## config.mk

```make
export PLATFORM = sky130hd
export DESIGN_NAME = ex_mem_reg
export DESIGN_NICKNAME = d
export VERILOG_FILES = /design/src/rtl/pipe_pkg.sv /design/src/rtl/pipe_reg.sv /design/src/rtl/ex_mem_reg.sv
export SDC_FILE = /design/constraint.sdc
export NUM_CORES = 1
export LEC_CHECK = 0
export BUFFER_PORTS_ARGS = -buffer_cell sky130_fd_sc_hd__clkbuf_2
export CAP_MARGIN = 10
export CORE_MARGIN = 5
export CORE_UTILIZATION = 35
export DETAILED_ROUTE_END_ITERATION = 6
export SYNTH_ARGS = -nofsm -noshare
export SYNTH_HDL_FRONTEND = slang
export SYNTH_SLANG_ARGS = --single-unit
```

## constraint.sdc

```tcl
create_clock -name clock -period 1.7 [get_ports clock]
set_input_delay 0.17 -clock clock [delete_from_list [all_inputs] [get_ports clock]]
set_output_delay 0.17 -clock clock [all_outputs]
set_load 0.01 [all_outputs]
```

## src/rtl/pipe_pkg.sv

```systemverilog
// Shared pipeline package: bus widths and the MEM/WB control bundle that
// travels with an instruction through ID/EX, EX/MEM and MEM/WB.
package pipe_pkg;

    localparam int DATA_W = 32;
    localparam int RD_W   = 5;

    // Control bits carried from decode down to writeback
    typedef struct packed {
        logic RegWrite;
        logic MemRead;
        logic MemWrite;
        logic MemToReg;
        logic Branchs;
        logic Jumps;
    } exmem_ctrl_t;

    localparam int CTRL_W = $bits(exmem_ctrl_t);

endpackage

```

## src/rtl/pipe_reg.sv

```systemverilog
// Generic pipeline register slice: asynchronous active-low clear to zero,
// loads on the rising edge only while enable is high, otherwise holds.
module pipe_reg #(
    parameter int W = 1
) (
    input  logic         clock,
    input  logic         reset_n,
    input  logic         enable,
    input  logic [W-1:0] d_i,
    output logic [W-1:0] q_o
);

    logic [W-1:0] data_d;
    logic [W-1:0] data_q;

    // Stall keeps the stored value; otherwise the new input is taken
    always_comb begin
        data_d = data_q;
        if (enable) begin
            data_d = d_i;
        end
    end

    // Storage element, cleared immediately whenever reset_n drops
    always_ff @(posedge clock or negedge reset_n) begin
        if (!reset_n) begin
            data_q <= '0;
        end else begin
            data_q <= data_d;
        end
    end

    assign q_o = data_q;

endmodule

```

## src/rtl/ex_mem_reg.sv

```systemverilog
// EX/MEM pipeline register: latches execute-stage results and control bits
// for the memory stage, one cycle of latency, with stall via enable.
// Optional macro EXMEM_FLUSH_EN adds a flush input that turns the captured
// instruction into a bubble (control, zero flag and destination cleared).
module ex_mem_reg #(
    parameter int DATA_W = pipe_pkg::DATA_W,
    parameter int RD_W   = pipe_pkg::RD_W
) (
    input  logic              clock,
    input  logic              reset_n,
    input  logic              enable,
`ifdef EXMEM_FLUSH_EN
    input  logic              flush,
`endif
    input  logic [DATA_W-1:0] iIR,
    input  logic [DATA_W-1:0] iPC,
    input  logic [DATA_W-1:0] iResult,
    input  logic [DATA_W-1:0] iBranch,
    input  logic [DATA_W-1:0] iJump,
    input  logic              iZero,
    input  logic              iRegWrite,
    input  logic              iMemRead,
    input  logic              iMemWrite,
    input  logic              iMemToReg,
    input  logic              iBranchs,
    input  logic              iJumps,
    input  logic [RD_W-1:0]   iRegDest,
    output logic [DATA_W-1:0] oIR,
    output logic [DATA_W-1:0] oPC,
    output logic [DATA_W-1:0] oResult,
    output logic [DATA_W-1:0] oBranch,
    output logic [DATA_W-1:0] oJump,
    output logic              oZero,
    output logic              oRegWrite,
    output logic              oMemRead,
    output logic              oMemWrite,
    output logic              oMemToReg,
    output logic              oBranchs,
    output logic              oJumps,
    output logic [RD_W-1:0]   oRegDest
);

    import pipe_pkg::*;

    localparam int DataGroupW = 5 * DATA_W;
    localparam int FlagGroupW = CTRL_W + 1;

    exmem_ctrl_t           ctrlIn;
    exmem_ctrl_t           ctrlOut;
    logic [DataGroupW-1:0] data_d;
    logic [DataGroupW-1:0] data_q;
    logic [FlagGroupW-1:0] flags_d;
    logic [FlagGroupW-1:0] flags_q;
    logic [RD_W-1:0]       regDest_d;
    logic [RD_W-1:0]       regDest_q;

    assign ctrlIn = '{
        RegWrite: iRegWrite,
        MemRead:  iMemRead,
        MemWrite: iMemWrite,
        MemToReg: iMemToReg,
        Branchs:  iBranchs,
        Jumps:    iJumps
    };

    assign data_d = {iIR, iPC, iResult, iBranch, iJump};

`ifdef EXMEM_FLUSH_EN
    // A flushed instruction keeps its data buses but loses every side effect
    always_comb begin
        flags_d   = {ctrlIn, iZero};
        regDest_d = iRegDest;
        if (flush) begin
            flags_d   = '0;
            regDest_d = '0;
        end
    end
`else
    // Without flush support everything passes straight into the register
    always_comb begin
        flags_d   = {ctrlIn, iZero};
        regDest_d = iRegDest;
    end
`endif

    pipe_reg #(.W(DataGroupW)) uDataReg (
        .clock   (clock),
        .reset_n (reset_n),
        .enable  (enable),
        .d_i     (data_d),
        .q_o     (data_q)
    );

    pipe_reg #(.W(FlagGroupW)) uFlagReg (
        .clock   (clock),
        .reset_n (reset_n),
        .enable  (enable),
        .d_i     (flags_d),
        .q_o     (flags_q)
    );

    pipe_reg #(.W(RD_W)) uRegDestReg (
        .clock   (clock),
        .reset_n (reset_n),
        .enable  (enable),
        .d_i     (regDest_d),
        .q_o     (regDest_q)
    );

    assign {oIR, oPC, oResult, oBranch, oJump} = data_q;
    assign {ctrlOut, oZero}                     = flags_q;
    assign oRegWrite = ctrlOut.RegWrite;
    assign oMemRead  = ctrlOut.MemRead;
    assign oMemWrite = ctrlOut.MemWrite;
    assign oMemToReg = ctrlOut.MemToReg;
    assign oBranchs  = ctrlOut.Branchs;
    assign oJumps    = ctrlOut.Jumps;
    assign oRegDest  = regDest_q;

endmodule

```

==> summary.txt <==
Run status
  – Status: complete, no violations

Worst setup path
  – R2r startpoint: uDataReg.q_o[75]
  – Critical-path cell list: clkbuf_2
  – Nature of the critical path startpoint: flip-flop
  – Max FO, Critical Path: 2
  – Reg2Reg Setup Slack: 0.90 ns
  – Critical Path Sink Type: output port
  – Crit path buf inv count: 1
  – Critical path class: flip-flop to output port
  – Critical path's top delay family: flip-flops
  – Critical Path AT: 0.96 ns
  – Reg-to-reg endpoint: uDataReg.q_o[75]
  – Required @ worst endpoint: 1.53 ns
  – Worst setup path start: uDataReg.q_o[22]
  – CP max stage cell: dfrtp_1
  – Largest stage delay on the critical path: 0.39 ns
  – Worst Reg-to-Reg Cells: 1

Yosys
  – Yosys cell types: 5
  – Syn Area/Cell: ~18 µm²
  – Ys Warns: 0
  – Cells after Synth: 363
  – Post-synthesis sequential area ratio: 64.3%
  – Synthesized Nets: approximately 540
  – Flops & latches, synth: 172
  – Mapped cell area: 6700 µm²

Final layout
  – Final #Nets: 1071
  – Most frequent cells in the layout: clkbuf_2 (344), dfrtp_1 (172), dlygate4sd3_1 (171), mux2_2 (92), mux2_4 (80)
  – Most common cell after layout, fill and taps aside: clkbuf_2
  – Share of cells above drive strength 1: a little over 60%
  – Final antenna diode count: 0
  – Synth-to-Final Area Change: 65.5%

Pwr
  – PwrDens: 964 nW/µm²
  – Lkg Pwr: roughly 5.6 nW
  – Worst vdd ir: approximately 600 µV

Min path
  – Worst Hold Depth: 2
  – Hold Startpoint: iIR[17]
  – Hold EP: uDataReg.q_o[145]
  – Worst hold path class: input port to flip-flop

Detailed routing
  – Final wirelength: 19.3 mm
  – DR vias: between 5000 and 6000
  – Detail Route Antenna Nets: 0
  – Routed length per instance: about 17 µm
  – 1st-pass router iterations: 4
  – Vias per inst: 4.43
  – # DRC: 0
  – DR iter-0 viols: between 90 and 100

Placement
  – DP HPWL: 13.3 mm
  – Routability congestion estimate: around 0.76
  – PortBufs: 346

Floorplanning
  – Core Footprint: 18800 µm²
  – Site Rows: 50
  – IO Count: around 350
  – Die area: approximately 22000 µm²
  – DIE WIDTH: 148 µm
  – Initial Util: 35.7%
  – Die height: 148 µm

Clock tree
  – Num CTS Buffers: 17
  – Clock sink count: 172
  – Clock Path Buffers: 2
  – Clock Latency Late Sink: 0.41 ns
  – CTS clock-pin slew for the worst setup and hold paths: 0.07 ns
  – PostCTS Resize Cnt: 0
  – Post-CTS setup buffer count: 0
  – CTS Root Cell: clkbuf_16
  – H-tree levels: 4
  – CTS tree: yes

STA
  – Minimum clock period: about 1.1 ns
  – Post-route clock period utilization: approximately 66%
  – Max-Slew Margin vs Limit: 73.6%
  – Max frequency: 0.888 GHz
  – Final Hold Vio Count: 0
  – Setup Skew: 0 ns
  – RSZ-0062 raised after global routing: no
  – TNS Setup: 0 ns
  – Final Max Slew Viols: 0
  – Setup Viol. Count Final: 0
  – WHS: ~0.024 ns
  – Worst-Margin Slew: 0.396 ns

Global routing
  – Initial antenna violation count: 0
  – First-pass GRT wire length: 31.1 mm
  – Global Route Usage Sum: 17.6%
  – Grt ovf: 0
  – Vias in the first global route: a little over 6000
  – Pin count of the biggest net entering global routing: 59

Job
  – Maxcap violations: 0
stage by stage:
stage / setup WS (ns) / util (%) / total power, mW / instances / area, µm²
2_1_floorplan: 0.698 / - / 5.62 / 363 / 6700
3_5_place_dp: 0.419 / 46.8 / 6.52 / 940 / 8780
5_1_grt: 0.527 / 59.1 / 11.2 / 1143 / 11100
3_3_place_gp: 0.450 / 46.8 / 6.47 / 940 / 8780
4_1_cts: 0.539 / 59.1 / 10.8 / 1143 / 11100
6_report: 0.574 / 59.1 / 10.7 / 1143 / 11100
registers in the layout (all words and copies together), names as in the netlist:
signal,flops
uFlagReg.q_o,7
uRegDestReg.q_o,5
uDataReg.q_o,160
synth_stat cells (all sizes together):
cell | number | area share (%)
dfrtp | 172 | 64
buf | 19 | 2.4
mux2 | 172 | 33
kinds of logic after synthesis:
kind of cell  count (synthesis)  synth area share (%)
mux                         172                  33.4
flops                       172                  64.3
buf+inv                      19                  2.35
worst max-delay path by stage:
stage,cells past startpoint,slack [ns],end
after floorplan,4,0.70,uDataReg.q_o[100]
after global placement,3,0.45,uDataReg.q_o[20]
after detailed placement,3,0.42,uDataReg.q_o[12]
after CTS,1,0.54,oJump[9]
after global routing,1,0.53,oJump[9]
final,1,0.57,oJump[22]
cell type report:
class	instances	area [µm²]
clock inverters	13	158
clock buffers	19	443
fillers	1414	7680
repair buffers	533	3650
flip-flops and latches	172	4300
well taps	234	293
multi-input cells	172	2240
power breakdown:
| part | internal [mW] | leakage, nW | total [mW] | switching (mW) |
|---|---|---|---|---|
| clock | 2.25 | 0.290 | 3.93 | 1.68 |
| combinational | 1.18 | 3.28 | 2.01 | 0.836 |
| sequential | 4.50 | 2.01 | 4.74 | 0.238 |
| total | 7.93 | 5.58 | 10.7 | 2.76 |
layer usage:
metal	up-vias	wire length, µm	global-route usage [%]
met5	-	0	0
met4	0	333	5.13
met3	22	1630	6.22
met2	232	9790	31.3
met1	2466	7570	20.0
li1	2348	-	-
repair_timing:
item | CTS | global route
hold buffers | 171 | 0
hold endpoints to repair | 204 | 0
setup endpoints to repair | 0 | 0
Power figures use the tool's default switching activity.
